`src/rtl/pc_fetch.sv`:
```
// pc_fetch: program counter and instruction-fetch sequencer.
//
// Holds the PC, fetches each instruction word from program memory over a
// req/ack handshake, presents it to the control unit, and waits for the
// control unit to signal completion.  On completion the PC either keeps its
// post-fetch increment or loads the branch target from the operand field.
//
// Ports:
//   clk_i        clock, rising edge
//   rst_ni       asynchronous active-low reset
//   run_i        fetch enable, sampled in IDLE and at instruction end
//   mem_req_o    fetch request, held until mem_ack_i
//   mem_addr_o   fetch address (equals pc_o)
//   mem_ack_i    memory acknowledge, mem_data_i valid in the same cycle
//   mem_data_i   fetched instruction word
//   ir_o         instruction register
//   op_o         opcode field of ir_o
//   ir_valid_o   one-cycle pulse in the first EXEC cycle
//   exec_done_i  current instruction complete
//   branch_i     taken-branch decision, sampled with exec_done_i
//   halt_i       halt request, sampled with exec_done_i
//   pc_o         current program counter
//   halted_o     high in HALTED
module pc_fetch #(
  parameter int unsigned ADDR_W = 5,
  parameter int unsigned DATA_W = 8
) (
  input  logic              clk_i,
  input  logic              rst_ni,
  input  logic              run_i,
  output logic              mem_req_o,
  output logic [ADDR_W-1:0] mem_addr_o,
  input  logic              mem_ack_i,
  input  logic [DATA_W-1:0] mem_data_i,
  output logic [DATA_W-1:0] ir_o,
  output logic [2:0]        op_o,
  output logic              ir_valid_o,
  input  logic              exec_done_i,
  input  logic              branch_i,
  input  logic              halt_i,
  output logic [ADDR_W-1:0] pc_o,
  output logic              halted_o
);

  typedef enum logic [1:0] {
    IDLE,
    FETCH,
    EXEC,
    HALTED
  } state_t;

  state_t            state;
  logic [ADDR_W-1:0] pc;
  logic [DATA_W-1:0] ir;
  logic              ir_valid;

  always_ff @(posedge clk_i or negedge rst_ni) begin
    if (!rst_ni) begin
      state    <= IDLE;
      pc       <= '0;
      ir       <= '0;
      ir_valid <= 1'b0;
    end else begin
      ir_valid <= 1'b0;
      case (state)
        IDLE: begin
          if (run_i) state <= FETCH;
        end
        FETCH: begin
          if (mem_ack_i) begin
            ir       <= mem_data_i;
            pc       <= pc + ADDR_W'(1);
            ir_valid <= 1'b1;
            state    <= EXEC;
          end
        end
        EXEC: begin
          if (exec_done_i) begin
            // Branch load applies even when halting in the same cycle.
            if (branch_i) pc <= ir[ADDR_W-1:0];
            if (halt_i)     state <= HALTED;
            else if (run_i) state <= FETCH;
            else            state <= IDLE;
          end
        end
        HALTED: state <= HALTED;
        default: state <= IDLE;
      endcase
    end
  end

  // Request is decoded from state so an asynchronous reset drops it at once.
  assign mem_req_o  = (state == FETCH);
  assign mem_addr_o = pc;
  assign halted_o   = (state == HALTED);
  assign pc_o       = pc;
  assign ir_o       = ir;
  assign ir_valid_o = ir_valid;
  assign op_o       = ir[DATA_W-1:DATA_W-3];

endmodule

```
`config.mk`:
```
export PLATFORM = sky130hd
export DESIGN_NAME = pc_fetch
export DESIGN_NICKNAME = d
export VERILOG_FILES = /design/src/rtl/pc_fetch.sv
export SDC_FILE = /design/constraint.sdc
export NUM_CORES = 1
export LEC_CHECK = 0
export BUFFER_PORTS_ARGS = -buffer_cell sky130_fd_sc_hd__clkbuf_2
export CAP_MARGIN = 30
export CORE_MARGIN = 3
export CORE_UTILIZATION = 38
export CTS_BUF_LIST = sky130_fd_sc_hd__clkbuf_8
export CTS_CLUSTER_DIAMETER = 30
export DETAILED_ROUTE_END_ITERATION = 8
export HOLD_SLACK_MARGIN = 0.02
export PLACE_DENSITY_LB_ADDON = 0.12
export SKIP_LAST_GASP = 1
export SYNTH_ARGS = -nofsm -noshare
export SYNTH_HDL_FRONTEND = slang
export SYNTH_SLANG_ARGS = --single-unit
```
`constraint.sdc`:
```
create_clock -name clk_i -period 3.3 [get_ports clk_i]
set_input_delay 0.66 -clock clk_i [delete_from_list [all_inputs] [get_ports clk_i]]
set_output_delay 0.66 -clock clk_i [all_outputs]
set_load 0.1 [all_outputs]
```
[Yosys cells after proc, flatten, opt, wreduce, memory -nomap -nowiden]
Cells that the tools add are included.
Word-level totals
  flip-flop bits (word level): 16
  input bits: 15
  output and inout port bits: 24
  logic and storage cells: 29
Cells by class
  add/sub/neg operators: 1
  equal/unequal tests: 7
  multiplexer cells: 12
  reduce and logical (&&, ||, !) cells: 5
Operators with widths (count)
  two-way mux 5 bit: 3
  case mux 5 bit (2 select lines): 1
  two-way mux 2 bit: 4
  case mux 2 bit (4 select lines): 1
  != test 2 bit (second input constant): 3
  adder 5 x 1 -> 5 bit (second input constant): 1
  equality test 2 bit (second input constant): 2
  AND reduction 4 bit: 1
  two-way mux 1 bit: 3
  AND reduction 3 bit: 1
  equality test 2 x 1 -> 1 bit (second input constant): 1
  zero test 2 bit: 1
  != test 2 x 1 -> 1 bit (second input constant): 1
  AND reduction 2 bit: 1
  nonzero test 2 bit: 1

[Depth between registers and ports, before layout]
  word-level depth: 4
  depth in mapped cells: 5
  mapped depth without buffers: 4

[Least setup slack after synthesis]
OpenSTA, ideal clock, no wires.
  kind: flip-flop to output port
  start: reg pc[2] (netlist: mem_addr_o[2])
  end: out pc_o[2]
  arrival: 1406 ps
  data required time: 2640 ps
  path slack: 1234 ps
  stages on the path, launching flop included: 2
  buffers on the path: 1
  path through: dfrtp_1 buf_4
RTL lines
  start, declared: line 53  | logic [ADDR_W-1:0] pc;
  start signal, assigned: line 72  | pc <= pc + ADDR_W'(1);
  start signal, assigned: line 80  | if (branch_i) pc <= ir[ADDR_W-1:0];
  end, declared: line 41  | output logic [ADDR_W-1:0] pc_o,
No word-level cell between the ends.

[Final worst setup path]
  start: reg state[0]
  end: out halted_o
Between the ends
  longest elaborated chain between the ends: 1
RTL lines
  start, declared: line 52  | state_t state;
  start signal, assigned: line 59  | state <= IDLE;
  start signal, assigned: line 67  | if (run_i) state <= FETCH;
  start signal, assigned: line 74  | state <= EXEC;
  equality test 2 bit: line 95  | assign halted_o = (state == HALTED);
  end, declared: line 42  | output logic halted_o
No other way between the ends.

==> impl_metrics.py <==
metrics = {
    "floorplan": {
        "pin_count": 39,
        "die_w_um": 54.1,
        "rows": 16,
        "die-area_um2": 2930,
        "initial_core_util_pct": 42.3,
        "fp.dieH_um": 54.1,
        "core-area_um2": 2080,
    },
    "setup_path": {
        "cp_top_family": "flip-flops",
        "rrSetupSlack_ps": 1760,
        "cp-start-kind": "flip-flop",
        "reg2regPathDepth": 4,
        "cp.arrival_ps": 1470,
        "worstPathMaxFanout": 12,
        "critPathBufInv": 1,
        "crit_path_start": "state[0]",
        "crit_path_top_delay_cell": "dfrtp_1",
        "r2r_end": "mem_addr_o[0]",
        "crit_type": "flip-flop to output pin",
        "critical_path.max_stage_delay_ps": 570,
        "r2r-start": "state[1]",
        "critPathRequiredTime_ps": 2640,
        "crit_chain": "and2_2 > clkbuf_2",
        "cp-end-kind": "output pin",
    },
    "synth": {
        "syn_area_um2": 881,
        "ys_ff_latch": 16,
        "synth_cells": 92,
        "yosys_warnings": 0,
        "synth_cell_types": 27,
        "syn_nets": 108,
        "yosysTopAreaCell": "dfrtp_1",
        "synth_top_area_share_pct": 45.5,
        "avgSynthCellArea_um2": 9.57,
        "synth_seq_area_share_pct": 45.5,
        "synthTopCellsByArea": "dfrtp_1 45%, nand2_1 11%, buf_4 6.8%",
    },
    "timing": {
        "hold_viol": 0,
        "fmax_mhz": 469,
        "hold_slack_ps": 327,
        "fin_setup_tns_ps": 0,
        "min_period_ps": 2130,
        "min_period_over_period_pct": 64.6,
        "worst_pin_slew_ps": 549,
        "setup_violations": 0,
        "max_slew_margin_pct": 63.5,
        "rsz0062_at_grt": "no",
        "skew_ps": 5.61,
        "slew_viol_final": 0,
    },
    "clock_tree": {
        "hold_buffers": 0,
        "cts_sinks": 16,
        "cts_resized": 0,
        "clock_path_buffers": 2,
        "htreeDepth": 1,
        "clock_latency_ps": 250,
        "cts_tree": "yes",
        "cts_root_buffer": "clkbuf_8",
        "cts_buffers": 3,
        "cts.clk_slew.worst_paths_ps": 70,
        "post_cts_buffers": 0,
    },
    "route": {
        "avgRoutedWirePerCell_um": 12.2,
        "wl_um": 1820,
        "first_pass_iters": 4,
        "vias": 714,
        "avgViaCountPerCell": 4.79,
        "drt_iter0_markers": 14,
        "drc": 0,
        "ant_nets": 0,
    },
    "placed_design": {
        "io_buffers": 38,
        "dp_hpwl_um": 1350,
        "place_congestion": 0.729,
    },
    "finish": {
        "diodes": 0,
        "final_common_cell": "clkbuf_2",
        "layout_common_cells": "38 x clkbuf_2, 25 x nand2_1, 16 x dfrtp_1",
        "final_nets": 139,
        "syn_to_final_growth_pct": 21.3,
        "final_layout_size_suffix_gt1_share_pct": 41.8,
    },
    "min_path": {
        "hold_path_class": "primary input to async pin",
    },
    "global_routing": {
        "antenna_found_initial": 0,
        "overflow": 0,
        "grt_pass1_wl_um": 2950,
        "grt_max_degree": 17,
        "grt_pass1_vias": 649,
        "grt_util_all_layers_pct": 14.0,
    },
    "flow_run": {
        "cap_violations": 0,
    },
    "status": {
        "status": "completed",
    },
}
[how the worst max path moves through the flow]
stage	end	slack (ps)	cells after the start
final	halted_o	1170	2
after global routing	halted_o	1100	2
after CTS	halted_o	1180	2
after detailed placement	halted_o	1440	2
after global placement	halted_o	1480	2
after floorplan	pc_o[2]	1230	1
[through the flow]
stage | setup slack, ps | utilization, % | instance area [µm²] | cells
after floorplan | 1230 | - | 881 | 92
after global placement | 1480 | 48.7 | 1010 | 145
after detailed placement | 1440 | 48.7 | 1010 | 145
after CTS | 1180 | 51.3 | 1070 | 149
after global routing | 1100 | 51.3 | 1070 | 149
final | 1170 | 51.3 | 1070 | 149
[routing by layer]
layer	wire length, µm	vias to the layer above	track usage (%)
met1	818	318	18.7
met5	0	-	0
met2	838	26	21.7
met4	7	0	3.73
met3	157	2	4.43
li1	-	368	-
[final cells by class]
cell class | instances | area (µm²)
clock buffers | 4 | 55.1
fillers | 208 | 1010
inverters | 3 | 11.3
multi-input cells | 61 | 378
flip-flops and latches | 16 | 400
well taps | 27 | 33.8
repair buffers | 38 | 190
[synth_stat cells (all sizes together)]
library cell,n
and2,2
nand4b,1
nor3b,3
dfrtp,16
a31oi,3
clkinv,1
a21oi,2
and3,2
o21ai,3
nand2b,1
nand2,25
o311a,1
nand3b,2
mux2i,1
nand3,4
o22a,4
nor2,2
clkbuf,1
buf,11
a22oi,3
ha,1
and2b,1
inv,2
[registers in the layout (all words and copies together), names as in the netlist]
name	flops
state	2
ir_valid_o	1
ir_o	8
mem_addr_o	5
[cells by family after synthesis]
logic type / Yosys count / share of synthesized area (%)
simple gates: 43 / 27.1
fa+ha+maj: 1 / 1.42
compound gates: 16 / 13.2
mux: 1 / 1.14
buf+inv: 15 / 11.6
flops: 16 / 45.5
Power is not shown: default switching activity piles up to over one toggle a cycle in this logic, so the estimate is an artifact.
